**src/rtl/muldiv_seq.sv**
```systemverilog
// muldiv_seq: multi-cycle MULT/MULTU/DIV/DIVU sequencer for the execute stage.
// Shift-add multiply and restoring divide, one bit per cycle, with a
// start/done handshake and a busy stall output.
// Optional macro MULDIV_EARLY_OUT_EN: multiplies finish early once the
// remaining multiplier bits are all zero (results unchanged, latency shorter).
module muldiv_seq #(
  parameter int WIDTH = 32,
  parameter int CNT_W = 5
) (
  input  logic             clk,
  input  logic             rst_n,
  input  logic             start,
  input  logic [1:0]       op,
  input  logic [WIDTH-1:0] src_a,
  input  logic [WIDTH-1:0] src_b,
  output logic             busy,
  output logic             done,
  output logic [WIDTH-1:0] hi,
  output logic [WIDTH-1:0] lo,
  output logic             div_zero
);

  typedef enum logic [1:0] {IDLE, CALC, FIX, DONE} state_t;

  state_t               state, state_nxt;
  logic [CNT_W-1:0]     cnt;
  logic                 op_div;
  logic                 neg_q;
  logic                 rneg_q;
  logic [WIDTH-1:0]     opnd;
  logic [2*WIDTH-1:0]   acc;

  logic                 accept;
  logic                 a_neg, b_neg, b_zero;
  logic [WIDTH-1:0]     a_mag, b_mag;
  logic [WIDTH:0]       mul_sum;
  logic [2*WIDTH-1:0]   mul_step;
  logic [WIDTH:0]       div_tmp, div_diff;
  logic                 div_ge;
  logic [2*WIDTH-1:0]   div_step;
  logic [2*WIDTH-1:0]   calc_next;
  logic                 early;
  logic [2*WIDTH-1:0]   prod;

  assign busy = (state == CALC) || (state == FIX);
  assign done = (state == DONE);

  // Request acceptance and operand magnitude/sign preparation.
  always_comb begin
    accept = start && ((state == IDLE) || (state == DONE));
    a_neg  = op[0] & src_a[WIDTH-1];
    b_neg  = op[0] & src_b[WIDTH-1];
    a_mag  = a_neg ? -src_a : src_a;
    b_mag  = b_neg ? -src_b : src_b;
    b_zero = op[1] && (src_b == '0);
  end

  // One iteration step of each algorithm; acc = {upper, lower} halves.
  always_comb begin
    mul_sum   = {1'b0, acc[2*WIDTH-1:WIDTH]} + {1'b0, (acc[0] ? opnd : '0)};
    mul_step  = {mul_sum, acc[WIDTH-1:1]};
    div_tmp   = {acc[2*WIDTH-1:WIDTH], acc[WIDTH-1]};
    div_diff  = div_tmp - {1'b0, opnd};
    div_ge    = ~div_diff[WIDTH];
    div_step  = {(div_ge ? div_diff[WIDTH-1:0] : div_tmp[WIDTH-1:0]),
                 acc[WIDTH-2:0], div_ge};
    prod      = neg_q ? -acc : acc;
  end

`ifdef MULDIV_EARLY_OUT_EN
  logic [WIDTH-2:0] rest_mask;
  // Multiplier bits still to be consumed after this step are acc[cnt:1];
  // if none are set, the remaining cnt shifts are applied in one go.
  always_comb begin
    rest_mask = ~({(WIDTH-1){1'b1}} << cnt);
    early     = !op_div && ((acc[WIDTH-1:1] & rest_mask) == '0);
    calc_next = op_div ? div_step : (early ? (mul_step >> cnt) : mul_step);
  end
`else
  // Fixed-length iteration for every operation.
  always_comb begin
    early     = 1'b0;
    calc_next = op_div ? div_step : mul_step;
  end
`endif

  // State register.
  always_ff @(posedge clk or negedge rst_n) begin
    if (!rst_n) state <= IDLE;
    else        state <= state_nxt;
  end

  // Next-state logic.
  always_comb begin
    state_nxt = state;
    case (state)
      IDLE, DONE: begin
        if (start)      state_nxt = b_zero ? DONE : CALC;
        else            state_nxt = IDLE;
      end
      CALC: if ((cnt == '0) || early) state_nxt = FIX;
      FIX:  state_nxt = DONE;
      default: state_nxt = IDLE;
    endcase
  end

  // Datapath: latch on acceptance, iterate in CALC, sign-correct in FIX.
  always_ff @(posedge clk or negedge rst_n) begin
    if (!rst_n) begin
      cnt      <= '0;
      op_div   <= 1'b0;
      neg_q    <= 1'b0;
      rneg_q   <= 1'b0;
      opnd     <= '0;
      acc      <= '0;
      hi       <= '0;
      lo       <= '0;
      div_zero <= 1'b0;
    end else if (accept) begin
      op_div   <= op[1];
      neg_q    <= a_neg ^ b_neg;
      rneg_q   <= a_neg;
      cnt      <= '1;
      div_zero <= b_zero;
      opnd     <= op[1] ? b_mag : a_mag;
      acc      <= op[1] ? {{WIDTH{1'b0}}, a_mag} : {{WIDTH{1'b0}}, b_mag};
      if (b_zero) begin
        hi <= src_a;
        lo <= '1;
      end
    end else begin
      case (state)
        CALC: begin
          acc <= calc_next;
          cnt <= cnt - 1'b1;
        end
        FIX: begin
          if (op_div) begin
            lo <= neg_q  ? -acc[WIDTH-1:0]       : acc[WIDTH-1:0];
            hi <= rneg_q ? -acc[2*WIDTH-1:WIDTH] : acc[2*WIDTH-1:WIDTH];
          end else begin
            {hi, lo} <= prod;
          end
        end
        default: ;
      endcase
    end
  end

endmodule

```
**config.mk**
```make
export PLATFORM = sky130hd
export DESIGN_NAME = muldiv_seq
export DESIGN_NICKNAME = d
export VERILOG_FILES = /design/src/rtl/muldiv_seq.sv
export SDC_FILE = /design/constraint.sdc
export NUM_CORES = 1
export LEC_CHECK = 0
export CAP_MARGIN = 30
export CORE_MARGIN = 2
export CORE_UTILIZATION = 69
export DETAILED_ROUTE_END_ITERATION = 12
export DONT_BUFFER_PORTS = 1
export PLACE_DENSITY = 0.93
export SLEW_MARGIN = 20
export SYNTH_ARGS = -nofsm -noshare
export SYNTH_HDL_FRONTEND = slang
export SYNTH_SLANG_ARGS = --single-unit
export TNS_END_PERCENT = 100
```
**constraint.sdc**
```tcl
create_clock -name clk -period 6.3 [get_ports clk]
set_clock_uncertainty 0.2 [all_clocks]
set_input_delay 0.63 -clock clk [delete_from_list [all_inputs] [get_ports clk]]
set_output_delay 0.63 -clock clk [all_outputs]
set_load 0.05 [all_outputs]
```
==> metrics.csv, run 1 <==
metric,value,unit
min_period,4660,ps
reg2reg_depth,12,
rsz0062_at_grt,false,
row_count,54,
ys_top_cells_by_area,"dfrtp_1 (28%), o21ai_0 (6.5%), ha_1 (6.0%)",
start_kind,flip-flop,
synth_fp_nets,2090,
synth-seq-cells,171,
clkTransAtPathRegs,80,ps
worstSetupPathType,flip-flop to flip-flop,
r2r_end,acc[61]$_DFFE_PN0P_,
finalCritPeriodShare,0.739,
cts-hold-fix-buffers,1,
die_w,152,um
maxSlewViolCount,0,
routabilityCongestion,1.03,
ys_seq_area_frac,0.283,
r2r_start,acc[39]$_DFFE_PN0P_,
finalPower,9.90,mW
outcome,"complete, but fails checks",
pin_count,136,
crit_cells,12,
drc_errors,0,
nFillCells,1623,
ys_types,82,
groute.usage.overall,0.439,
power_density,624,nW/um^2
yosysWarnings,0,
clock-sinks,171,
cts_max_level,4,
p_leak,6.69,nW
synthSimpleGateAreaFrac,0.211,
initial_core_util,0.698,
grt_max_degree,172,
via_count,15500,
synthArstFlopShare,1.00,
cp_cell_sequence,ha_1 > o21ai_0 > nor2_1 > o221a_2 > o21ai_0 > a21oi_1 > o32ai_4 > buf_4 > xnor2_1 > buf_4 > mux2_2 > o211ai_1,
failed_checks,negative hold slack,
synth_cells,1946,
postRouteAntennaNets,0,
worstMarginPinSlew,970,ps
crit_path_max_fanout,19,
design_area,15900,um^2
grt.overflow.total,0,
crit_family,compound AO/OA/AOI/OAI gates,
crit_path_top_delay_cell,dfrtp_1,
grt_pass1_wl,80800,um
dp_hpwl,38300,um
die_area,23200,um^2
netlist_area,15100,um^2
endpoint,acc[61]$_DFFE_PN0P_,
synthMuxAreaShare,0.0454,
slowest_delay,640,ps
worst-r2r-setup-slack,1640,ps
synth_top_family_by_area,compound AO/OA/AOI/OAI gates,
finalSetupTns,0,ps
root_buffer,clkbuf_16,
cp.arrival,4820,ps
min_path_type,input pin to asynchronous set/reset pin,
place_area,15200,um^2
worstPathRequired,6460,ps
synth_xor_area_frac,0.0982,
post_cts_buffers,0,
setup_viol,0,
endpoint_kind,flip-flop,
grt_pass1_vias,14400,
synth_compound_area_frac,0.252,
antennaDiodeCount,0,
relSlewSlack,0.345,
ir_drop,313,uV
drv_cap,0,
drive_above_1_share,0.0515,
fin_nets,2016,
drt-total-wl,51600,um
synth_fa_ha_area_frac,0.0629,
synthFlopType,dfrtp_1,
fin_hold_ws,-21.0,ps
startpoint,acc[39]$_DFFE_PN0P_,
clockBufferDepth,2,
ctsResizeCount,0,
coreArea,21700,um^2
cts_tree,done,
cts_buffers,17,
antenna_found_initial,1,
synth_top_area_cell,dfrtp_1,
hold_violations,5,
dieHeight,152,um
seq_area,4280,um^2
fmax,0.215,GHz
clock_latency,460,ps
netlist.area_leader.share,0.283,
portBuffers,0,
via_per_inst,7.17,
syn_avg_cell_area,7.78,um^2
synth_edf_count,0,
path_buf_inv,2,
multi_input_area,10200,um^2
drt_iter0_markers,2409,
wl_per_cell,23.8,um
areaGrowthSynthToFinish,4.67,%
firstDrtPassIters,6,
[placed cells by master (no fill, tap or decap), types with 17 or more instances in the layout]
cell,count
nor2_1,209
xor2_1,69
o211ai_1,59
or3_1,29
o21ai_0,197
nor3_1,48
a21oi_1,150
mux2i_1,62
ha_1,72
a21o_1,28
dfrtp_1,170
o31ai_1,21
nand2_1,209
xnor2_1,99
nand3_1,30
a31oi_1,41
buf_4,18
clkbuf_16,17
inv_1,69
[logic make-up after synthesis]
family,after synthesis
simple gates,661
compound gates,616
buf+inv,186
flops,171
xor+xnor,169
fa+ha+maj,75
mux,68
[cell type report]
cell class | instances | area share
Clock buffer | 18 | 0.0271
Clock inverter | 14 | 0.00923
Inverter | 70 | 0.0166
Sequential cell | 171 | 0.270
Tap cell | 280 | 0.0221
Timing Repair Buffer | 23 | 0.0145
Multi-Input combinational cell | 1589 | 0.640
[per-layer routing]
| metal | track usage | part of all wire | vias up |
|---|---|---|---|
| li1 | - | - | 6879 |
| met1 | 0.587 | 0.38 | 7283 |
| met2 | 0.652 | 0.43 | 1152 |
| met3 | 0.140 | 0.14 | 203 |
| met4 | 0.198 | 0.054 | 0 |
| met5 | 0 | 0 | - |
[synthesized netlist by cell type, types with 12 or more instances]
library cell	n
o211ai_1	59
a211oi_1	14
ha_1	73
o31ai_1	21
nand4_1	15
a21o_1	28
nor2_1	210
inv_1	69
o21ai_0	197
nand3_1	30
clkbuf_1	92
o41ai_1	12
o21a_1	12
xor2_1	69
a21oi_1	150
or4_1	13
nor3_1	48
mux2i_1	62
and3_1	13
nor4_1	12
nand2_1	210
xnor2_1	99
a31oi_1	41
or3_1	29
dfrtp_1	171
[metrics by stage]
step           cells  worst slack [ps]   util
2_1_floorplan   1946              3020      -
3_3_place_gp    2127              1960  0.700
3_5_place_dp    2130              1850  0.701
4_1_cts         2163              1810  0.729
5_1_grt         2165              1550  0.731
6_report        2165              1640  0.731
[worst min path at each step]
stage,endpoint,slack [ps],depth (start not counted)
2_1_floorplan,acc[0]$_DFFE_PN0P_,130,0
4_1_cts,cnt[3]$_DFFE_PN0P_,80,1
5_1_grt,lo[29]$_DFFE_PN0P_,90,1
3_3_place_gp,cnt[2]$_DFFE_PN0P_,140,0
6_report,lo[29]$_DFFE_PN0P_,-20,1
3_5_place_dp,lo[19]$_DFFE_PN0P_,140,0
[state kept, by name (all words and copies together) (netlist names), 2 cells and up]
signal	count
acc	64
hi	32
lo	32
opnd	32
cnt	5
state	2
[report_power, final]
part,switching (mW),leakage (nW),internal (mW),total [mW]
clock network,0.542,0.280,0.530,1.07
logic,3.73,4.35,2.18,5.90
registers,1.33,2.06,1.59,2.92
total,5.60,6.69,4.30,9.90
Note: power is estimated with default switching activity, not from simulation.
==> inputs of run 2 (changes only) <==
CORE_UTILIZATION = 60   (was 69)
PLACE_DENSITY = 0.87   (was 0.93)
clock period = 4 ns   (was 6.3 ns; I/O delays follow)
==> run 2 against run 1 <==
  * The flow still finishes with violations (negative hold slack)
  * Final cell count up 5.0%
  * Sequential share of layout area down 0.95 points
  * Clock power up 63%
  * Combinational power up 64%
  * First-iteration DRC count up 4.2%
  * Cell area up 3.6%
  * Hold slack worse by 540 ps
  * Utilization down 7.3 points
  * Non-clock buffer count up 59
  * Routed wire length up 1.1%
  * Critical path depth up 1
  * Flip-flop and latch count unchanged
  * Largest power group unchanged
  * Highest routed layer unchanged
==> metrics.csv, run 2 (synthesis results as in run 1) <==
metric,value,unit,change
firstDrtPassIters,7,,was 6
rsz0062_at_grt,false,,unchanged
min_period,3750,ps,was 4660 ps
dp_hpwl,39100,um,was 38300 um
final_cell_mix,"nor2_1 (210), nand2_1 (209), o21ai_0 (196)",,"was nand2_1 (209), nor2_1 (209), o21ai_0 (197)"
grt_pass1_wl,80700,um,was 80800 um
largest_register,acc,,unchanged
finalCritPeriodShare,0.936,,was 0.739
fmax,0.267,GHz,was 0.215 GHz
dieHeight,163,um,was 152 um
initial_core_util,0.607,,was 0.698
worst-r2r-setup-slack,250,ps,was 1640 ps
groute.usage.overall,0.392,,was 0.439
grt.overflow.total,0,,unchanged
cts_buffers,17,,unchanged
relSlewSlack,0.435,,was 0.345
wl_per_cell,22.9,um,was 23.8 um
postRouteAntennaNets,0,,unchanged
reg2reg_depth,13,,was 12
via_per_inst,6.91,,was 7.17
finalSetupTns,0,ps,unchanged
hold_violations,178,,was 5
via_count,15700,,was 15500
clkTransAtPathRegs,80,ps,about the same
r2r_start,acc[31]$_DFFE_PN0P_,,was acc[39]$_DFFE_PN0P_
endpoint,acc[38]$_DFFE_PN0P_,,was acc[61]$_DFFE_PN0P_
largest_reg_flops,64,,unchanged
die_w,163,um,was 152 um
antenna_found_initial,1,,unchanged
drive_above_1_share,0.0700,,was 0.0515
clock_latency,450,ps,was 460 ps
finish.utilization,0.658,,was 0.731
drt-total-wl,52200,um,was 51600 um
pin_count,136,,unchanged
fin_hold_ws,-564,ps,was -21.0 ps
ir_drop,600,uV,was 313 uV
post_cts_buffers,0,,unchanged
clock-sinks,171,,unchanged
worstPathRequired,4120,ps,was 6460 ps
endpoint_kind,flip-flop,,unchanged
antennaDiodeCount,0,,unchanged
failed_checks,negative hold slack,,unchanged
startpoint,acc[31]$_DFFE_PN0P_,,was acc[39]$_DFFE_PN0P_
cts_max_level,4,,unchanged
worstSetupPathType,flip-flop to flip-flop,,unchanged
grt_pass1_vias,14300,,was 14400
start_kind,flip-flop,,unchanged
grt_max_degree,172,,unchanged
coreArea,25000,um^2,was 21700 um^2
min_path_type,input pin to asynchronous set/reset pin,,unchanged
routabilityCongestion,1.04,,was 1.03
p_leak,6.98,nW,was 6.69 nW
fin_nets,2075,,was 2016
drc_errors,0,,unchanged
r2r_end,acc[38]$_DFFE_PN0P_,,was acc[61]$_DFFE_PN0P_
outcome,"complete, but fails checks",,unchanged
clockBufferDepth,2,,unchanged
cp.arrival,3860,ps,was 4820 ps
drv_cap,0,,unchanged
die_area,26500,um^2,was 23200 um^2
cts-hold-fix-buffers,21,,was 1
crit_path_max_fanout,28,,was 19
drt_iter0_markers,2509,,was 2409
portBuffers,0,,unchanged
areaGrowthSynthToFinish,8.48,%,was 4.67%
cts_tree,done,,unchanged
final_common_cell,nor2_1,,
root_buffer,clkbuf_16,,unchanged
worstMarginPinSlew,845,ps,was 970 ps
maxSlewViolCount,0,,unchanged
row_count,58,,was 54
setup_viol,0,,unchanged
power_density,964,nW/um^2,was 624 nW/um^2
==> run 2: repair_timing <==
action | in CTS | in global routing
endpoints found under the setup margin | 0 | 10
gates resized for setup | 0 | 4
endpoints found under the hold margin | 212 | 171
==> run 2: routing by layer <==
metal	wire length [um]	GRT usage
met5	0	0
met4	3010	0.197
met3	7490	0.102
met2	21300	0.566
met1	20400	0.540
==> run 2: worst min path at each step <==
stage | endpoint | start | slack [ps]
finish | cnt[2]$_DFFE_PN0P_ | rst_n | -560
floorplan | acc[0]$_DFFE_PN0P_ | rst_n | -100
CTS | cnt[2]$_DFFE_PN0P_ | rst_n | -570
global placement | cnt[2]$_DFFE_PN0P_ | rst_n | -90
detailed placement | lo[27]$_DFFE_PN0P_ | rst_n | -90
global route | lo[27]$_DFFE_PN0P_ | rst_n | -570
==> run 2: critical path: stages, from the launching register on <==
cell	delay, ps
dfrtp_1	400
inv_1	160
ha_1	220
fa_1	210
nand2b_1	150
a21oi_1	100
o21a_1	250
o21ai_1	290
a21oi_1	170
o32ai_4	420
buf_6	320
mux2i_1	250
o211ai_1	120
o21ai_0	340
==> run 2: layout make-up <==
cell class,instances,area (um^2)
Clock buffer,17,425
Multi-Input combinational cell,1589,10200
Timing Repair Buffer,82,702
Sequential cell,171,4280
Clock inverter,15,180
Tap cell,330,413
Fill cell,2046,8530
Inverter,70,263
==> run 2: per-stage QoR <==
stage	cell area, um^2	total power [mW]	setup WS [ps]	std cells
after floorplan	15100	11.1	716	1946
final	16400	15.8	255	2274
after global placement	15600	13.4	326	2219
after CTS	16400	15.5	165	2272
after detailed placement	15600	13.7	211	2219
after global routing	16400	16.8	77.1	2274
==> run 2: where the power goes <==
part | switching (mW) | internal [mW] | total [mW]
Sequential | 1.92 | 2.51 | 4.43
Combinational | 6.06 | 3.62 | 9.68
Clock | 0.842 | 0.896 | 1.74
Total | 8.82 | 7.03 | 15.8
